===== config.mk =====
export PLATFORM = sky130hd
export DESIGN_NAME = char_frame_cnt
export DESIGN_NICKNAME = d
export VERILOG_FILES = /design/src/rtl/char_pkg.sv /design/src/rtl/char_buf.sv /design/src/rtl/char_frame_cnt.sv
export SDC_FILE = /design/constraint.sdc
export NUM_CORES = 1
export LEC_CHECK = 0
export CORE_UTILIZATION = 33
export CTS_BUF_LIST = sky130_fd_sc_hd__clkbuf_4
export DETAILED_ROUTE_END_ITERATION = 10
export HOLD_SLACK_MARGIN = 0.1
export PLACE_DENSITY = 0.6
export SLEW_MARGIN = 20
export SYNTH_ARGS = -nofsm -noshare
export SYNTH_HDL_FRONTEND = slang
export SYNTH_SLANG_ARGS = --single-unit

===== constraint.sdc =====
create_clock -name clk -period 2.8 [get_ports clk]
set_input_delay 0.42 -clock clk [delete_from_list [all_inputs] [get_ports clk]]
set_output_delay 0.42 -clock clk [all_outputs]
set_load 0.01 [all_outputs]

===== src/rtl/char_pkg.sv =====
// Shared types, defaults and the frame-length clamp for char_frame_cnt.
package char_pkg;

    typedef enum logic [1:0] {IDLE, RUN, FULL} state_e;

    localparam int unsigned DATA_W_DEF    = 8;
    localparam logic [7:0]  TERM_CHAR_DEF = 8'h0A;

    // A length of 0 means a one-character frame; oversize lengths saturate at the buffer depth.
    function automatic int unsigned clamp_len(input int unsigned len, input int unsigned max_chars);
        if (len == 32'd0) return 32'd1;
        if (len > max_chars) return max_chars;
        return len;
    endfunction

endpackage


===== src/rtl/char_buf.sv =====
// Character store: single write port, registered read port, contents not reset.
module char_buf #(
    parameter int unsigned DATA_W = 8,
    parameter int unsigned DEPTH  = 16,
    parameter int unsigned AW     = $clog2(DEPTH)
) (
    input  logic              clk,
    input  logic              rst,
    input  logic              we,
    input  logic [AW-1:0]     waddr,
    input  logic [DATA_W-1:0] wdata,
    input  logic [AW-1:0]     raddr,
    output logic [DATA_W-1:0] rdata
);

    logic [DATA_W-1:0] mem_q [DEPTH];
    logic [DATA_W-1:0] rdata_q;

    always_ff @(posedge clk) begin
        if (we) mem_q[waddr] <= wdata;
    end

    // Same-address write and read in one cycle returns the pre-write contents.
    always_ff @(posedge clk or negedge rst) begin
        if (!rst) rdata_q <= '0;
        else      rdata_q <= mem_q[raddr];
    end

    assign rdata = rdata_q;

endmodule


===== src/rtl/char_frame_cnt.sv =====
// Frame character counter with buffer and first-to-last cycle timing.
// Optional early terminator support under CHAR_FRAME_TERM_EN.
module char_frame_cnt
    import char_pkg::*;
#(
    parameter int unsigned DATA_W    = DATA_W_DEF,
    parameter int unsigned MAX_CHARS = 16,
    parameter int unsigned CNT_W     = $clog2(MAX_CHARS) + 1,
    parameter int unsigned TIME_W    = 32
`ifdef CHAR_FRAME_TERM_EN
    ,
    parameter logic [DATA_W-1:0] TERM_CHAR = DATA_W'(TERM_CHAR_DEF)
`endif
) (
    input  logic              clk,
    input  logic              rst,
    input  logic              clear,
    input  logic [CNT_W-1:0]  frame_len,
    input  logic [DATA_W-1:0] rx_data,
    input  logic              rx_valid,
    output logic [CNT_W-1:0]  count,
    output logic              valid,
    output logic              done,
    output logic              overflow,
    output logic [TIME_W-1:0] frame_cycles,
    input  logic [CNT_W-2:0]  rd_idx,
    output logic [DATA_W-1:0] rd_data
`ifdef CHAR_FRAME_TERM_EN
    ,
    output logic              term_seen
`endif
);

    localparam int unsigned AW = CNT_W - 1;

    state_e            state_q, state_d;
    logic [CNT_W-1:0]  count_q, count_d;
    logic [CNT_W-1:0]  len_q, len_d;
    logic [TIME_W-1:0] fc_q, fc_d, fc_inc;
    logic              overflow_q, overflow_d;
    logic              done_q, done_d;
    logic              is_term;
    logic              we;
    logic [AW-1:0]     waddr;

`ifdef CHAR_FRAME_TERM_EN
    logic term_q, term_d;
    assign is_term = (rx_data == TERM_CHAR);
`else
    assign is_term = 1'b0;
`endif

    assign fc_inc = (fc_q == '1) ? fc_q : fc_q + TIME_W'(1);

    always_comb begin
        state_d    = state_q;
        count_d    = count_q;
        len_d      = len_q;
        fc_d       = fc_q;
        overflow_d = overflow_q;
        we         = 1'b0;
        waddr      = count_q[AW-1:0];
        case (state_q)
            IDLE: begin
                if (rx_valid) begin
                    len_d = CNT_W'(clamp_len(32'(frame_len), MAX_CHARS));
                    fc_d  = TIME_W'(1);
                    if (is_term) begin
                        state_d = FULL;
                    end else begin
                        we      = 1'b1;
                        waddr   = '0;
                        count_d = CNT_W'(1);
                        state_d = (len_d == CNT_W'(1)) ? FULL : RUN;
                    end
                end
            end
            RUN: begin
                fc_d = fc_inc;
                if (rx_valid) begin
                    if (is_term) begin
                        state_d = FULL;
                    end else begin
                        we      = 1'b1;
                        count_d = count_q + CNT_W'(1);
                        if (count_d == len_q) state_d = FULL;
                    end
                end
            end
            FULL: begin
                if (rx_valid) overflow_d = 1'b1;
            end
            default: state_d = IDLE;
        endcase
        if (clear) begin
            state_d    = IDLE;
            count_d    = '0;
            fc_d       = '0;
            overflow_d = 1'b0;
            we         = 1'b0;
        end
        done_d = (state_d == FULL) && (state_q != FULL);
    end

`ifdef CHAR_FRAME_TERM_EN
    always_comb begin
        term_d = term_q | (rx_valid && is_term && (state_q != FULL));
        if (clear) term_d = 1'b0;
    end

    always_ff @(posedge clk or negedge rst) begin
        if (!rst) term_q <= 1'b0;
        else      term_q <= term_d;
    end

    assign term_seen = term_q;
`endif

    always_ff @(posedge clk or negedge rst) begin
        if (!rst) begin
            state_q    <= IDLE;
            count_q    <= '0;
            len_q      <= '0;
            fc_q       <= '0;
            overflow_q <= 1'b0;
            done_q     <= 1'b0;
        end else begin
            state_q    <= state_d;
            count_q    <= count_d;
            len_q      <= len_d;
            fc_q       <= fc_d;
            overflow_q <= overflow_d;
            done_q     <= done_d;
        end
    end

    char_buf #(
        .DATA_W (DATA_W),
        .DEPTH  (MAX_CHARS),
        .AW     (AW)
    ) u_buf (
        .clk    (clk),
        .rst    (rst),
        .we     (we),
        .waddr  (waddr),
        .wdata  (rx_data),
        .raddr  (rd_idx),
        .rdata  (rd_data)
    );

    assign count        = count_q;
    assign valid        = (state_q == FULL);
    assign done         = done_q;
    assign overflow     = overflow_q;
    assign frame_cycles = fc_q;

endmodule


==> flow_metrics.tcl <==
set metrics [dict create \
    design.die.area_um2 24210 \
    ys_async_sr_fraction_pct 29.67 \
    numClockSinks 182 \
    clock_skew_ns 0.02515 \
    hold_violations 0 \
    syn_avg_cell_area_um2 15.51 \
    synth_cell_types 58 \
    worst-slew-pin-transition_ns 0.9271 \
    cpPeakStageDelay_ns 0.55 \
    grt_util_all_layers_pct 14.99 \
    synth.yosys.warnings 0 \
    drt_pre_antenna_iters 4 \
    postSynthCellCount 502 \
    setup_repair_after_global_routing_missed_its_margin "false" \
    synth_largest_type_area_fraction_pct 49.38 \
    vias 4699 \
    cts.reportedPaths.clkPinSlew_ns 0.15 \
    core_region_area_um2 22920 \
    final-setup-viol-count 0 \
    post-dp-hpwl_um 11460 \
    number_of_synthesized_flops_with_an_enable_pin 128 \
    critical_path.startpoint_type "flop" \
    io_pins 69 \
    vias_in_the_first_global_route 4724 \
    critPathBufInv 1 \
    startpoint "state_q[0]" \
    reg2reg_to "frame_cycles[5]" \
    grt_most_used_layer "met2" \
    grt_antenna_before_repair 1 \
    crit-reg2reg-launch "frame_cycles[0]" \
    drt_first_iter_violations 261 \
    hold_path.class "primary input to flop" \
    groute.layer.met1.usage_pct 19.80 \
    cts_setup_buffers 0 \
    routed_wirelength_um 17160 \
    worst-path-stages 2 \
    netlist_area_um2 7784 \
    cts_max_level 4 \
    slew_viol_final 0 \
    place_congestion 0.8025 \
    max_freq_mhz 443.8 \
    cp_data_required_time_ns 2.38 \
    setup_tns_ns 0 \
    netlist_top_cells_area "edfxtp_1 49%, dfrtp_1 17%, mux4_2 12%, a21oi_1 1.7%, nor2_1 1.4%" \
    synthesis.nets 525 \
    placed_cells 881 \
    worstPathArrival_ns 1.83 \
    layout-drive-gt1-share_pct 19.63 \
    cp-end-kind "output pin" \
    min_delay_path_depth 3 \
    initial_utilization_pct 33.97 \
    std_cell_rows 55 \
    cap_viol_max_count 0 \
    critPathCapture "valid" \
    grt_ovf 0 \
    reg2reg_depth 7 \
    area_growth_pct 18.65 \
    crit_family "flip-flops" \
    synth.largest_area_cell "edfxtp_1" \
    pwr_density_cell_nw_per_um2 510.1 \
    detail_route.wl_per_cell_um 18.73 \
    final.period_utilization_pct 80.47 \
    io_buffers 68 \
    master_of_the_slowest_instance_on_the_critical_path "dfrtp_1" \
    cts.path.max_buffers 2 \
    peakVddDrop_mv 0.2320 \
    synthFlopType "edfxtp_1" \
    grt_first_pass_wirelength_um 26810 \
    cts_repair_resize_count 0 \
    groute.layer.met3.usage_pct 3.694 \
    detail_route.vias_per_cell 5.130 \
    power.static_leakage_nw 3.121 \
    critical_path.max_fanout 13 \
    yosysSeqAreaShare_pct 66.74 \
    tritoncts_clock_tree "done" \
    critical_path.cell_chain "nor2b_1 > clkdlybuf4s50_1" \
    antenna_violating_nets_post_route 0 \
    clk_latency_ns 0.57 \
    relative_slew_margins_pct 38.19 \
    global_route.usage.met2_pct 24.56 \
    route.detailed.drc 0 \
    yosys_register_bits 182 \
    post_route_minimum_period_ns 2.253 \
    maximum_number_of_pins_on_one_net_before_global_route_repair 38 \
    criticalPathCategory "flop to output pin" \
    cts_root_buf "clkbuf_4" \
    fp.dieH_um 155.6 \
    die_x_um 155.6 \
    cts_hold_buf 1 \
    setup.reg_to_reg.worst_slack_ns 0.57 \
    cts-buffers-inserted 17 \
    layout.cells.non_filler 916 \
    run_status "complete, no violations" \
    finish.net_count 611 \
]
==> final cells by class <==
| cell class | count | area (um2) |
|---|---|---|
| well taps | 313 | 391.6 |
| fillers | 2092 | 13680 |
| clock inverters | 14 | 142.6 |
| clock buffers | 18 | 135.1 |
| diodes | 2 | 5.005 |
| multi-input cells | 289 | 2450 |
| flip-flops and latches | 182 | 5195 |
| inverters | 2 | 7.507 |
| repair buffers | 96 | 908.4 |
==> kinds of logic (layout without fill, tap and decap cells) <==
group / after synthesis / after routing / share of synthesized area [%]
flip-flops: 182 / 182 / 66.74
AND/OR/NAND/NOR: 159 / 159 / 12.02
adder cells (fa/ha/maj): 2 / 2 / 0.3214
multiplexers: 44 / 44 / 12.10
buffers and inverters: 31 / 130 / 1.784
other: 0 / 2 / 0
XOR/XNOR: 9 / 9 / 1.013
AO/OA/AOI/OAI: 75 / 75 / 6.012
==> worst min path at each step <==
stage                 startpoint       end
global placement        overflow  overflow
floorplan                    rst  count[0]
finish              frame_len[2]  len_q[2]
global route        frame_len[2]  len_q[2]
detailed placement      len_q[2]  len_q[2]
CTS                 frame_len[0]  len_q[0]
==> per-layer routing <==
layer  vias to the layer above  routed length, um
li1                       2165                  -
met4                         0                166
met1                      2395               7606
met5                         -                  0
met2                       127               8570
met3                        12                819
==> cells in the final DEF (no fill, tap or decap), drive strengths merged, types with 16 or more instances in the layout <==
cell type,n
mux4,40
a21oi,28
nand3,16
dfrtp,54
nand2,30
clkbuf,18
edfxtp,128
clkdlybuf4s50,66
nor2,29
o21ai,20
buf,29
==> Yosys cell counts (all sizes together) (2+ instances only) <==
cell type	n
and2	4
inv	2
nand2b	8
nor3	5
mux2i	3
nand4	13
ha	2
edfxtp	128
nor2b	6
xnor2	7
nand4b	3
a41o	3
nand3b	3
dfrtp	54
nand3	16
nor4	2
or3	12
buf	13
nor2	29
clkbuf	16
or4	8
mux4	40
and3	6
nand2	30
a21oi	28
o31ai	9
xor2	2
and4	10
o21ai	20
a31oi	7
==> where the power goes <==
group	switching, mW	internal [mW]	leakage [nW]	total, mW
logic	0.193	0.165	1.10	0.358
clock network	0.996	0.405	0.144	1.40
registers	0.0281	2.92	1.88	2.95
==> state kept, by name, summed over array words and instances (netlist names) <==
name          flops
u_buf.rdata       8
len_q             5
overflow          1
u_buf.mem_q     128
count             5
state_q           2
done              1
frame_cycles     32
==> tightest hold or removal path, cell delays in order <==
cell             delay (ns)
clkdlybuf4s50_1        0.44
nand2b_1               0.08
o21ai_0                0.06
==> per-stage QoR <==
step	setup WS, ns	cell area [um2]	hold WS (ns)	util, %	power, mW
2_1_floorplan	0.7517	7784	0.1244	-	3.191
3_3_place_gp	0.5439	8942	0.4896	39.02	3.365
3_5_place_dp	0.5388	8942	0.5006	39.02	3.374
4_1_cts	0.4906	9230	0.4117	40.28	4.780
5_1_grt	0.3899	9235	0.4185	40.30	4.904
6_report	0.5469	9235	0.4672	40.30	4.710
No activity file was read; power rests on OpenSTA's default activity.
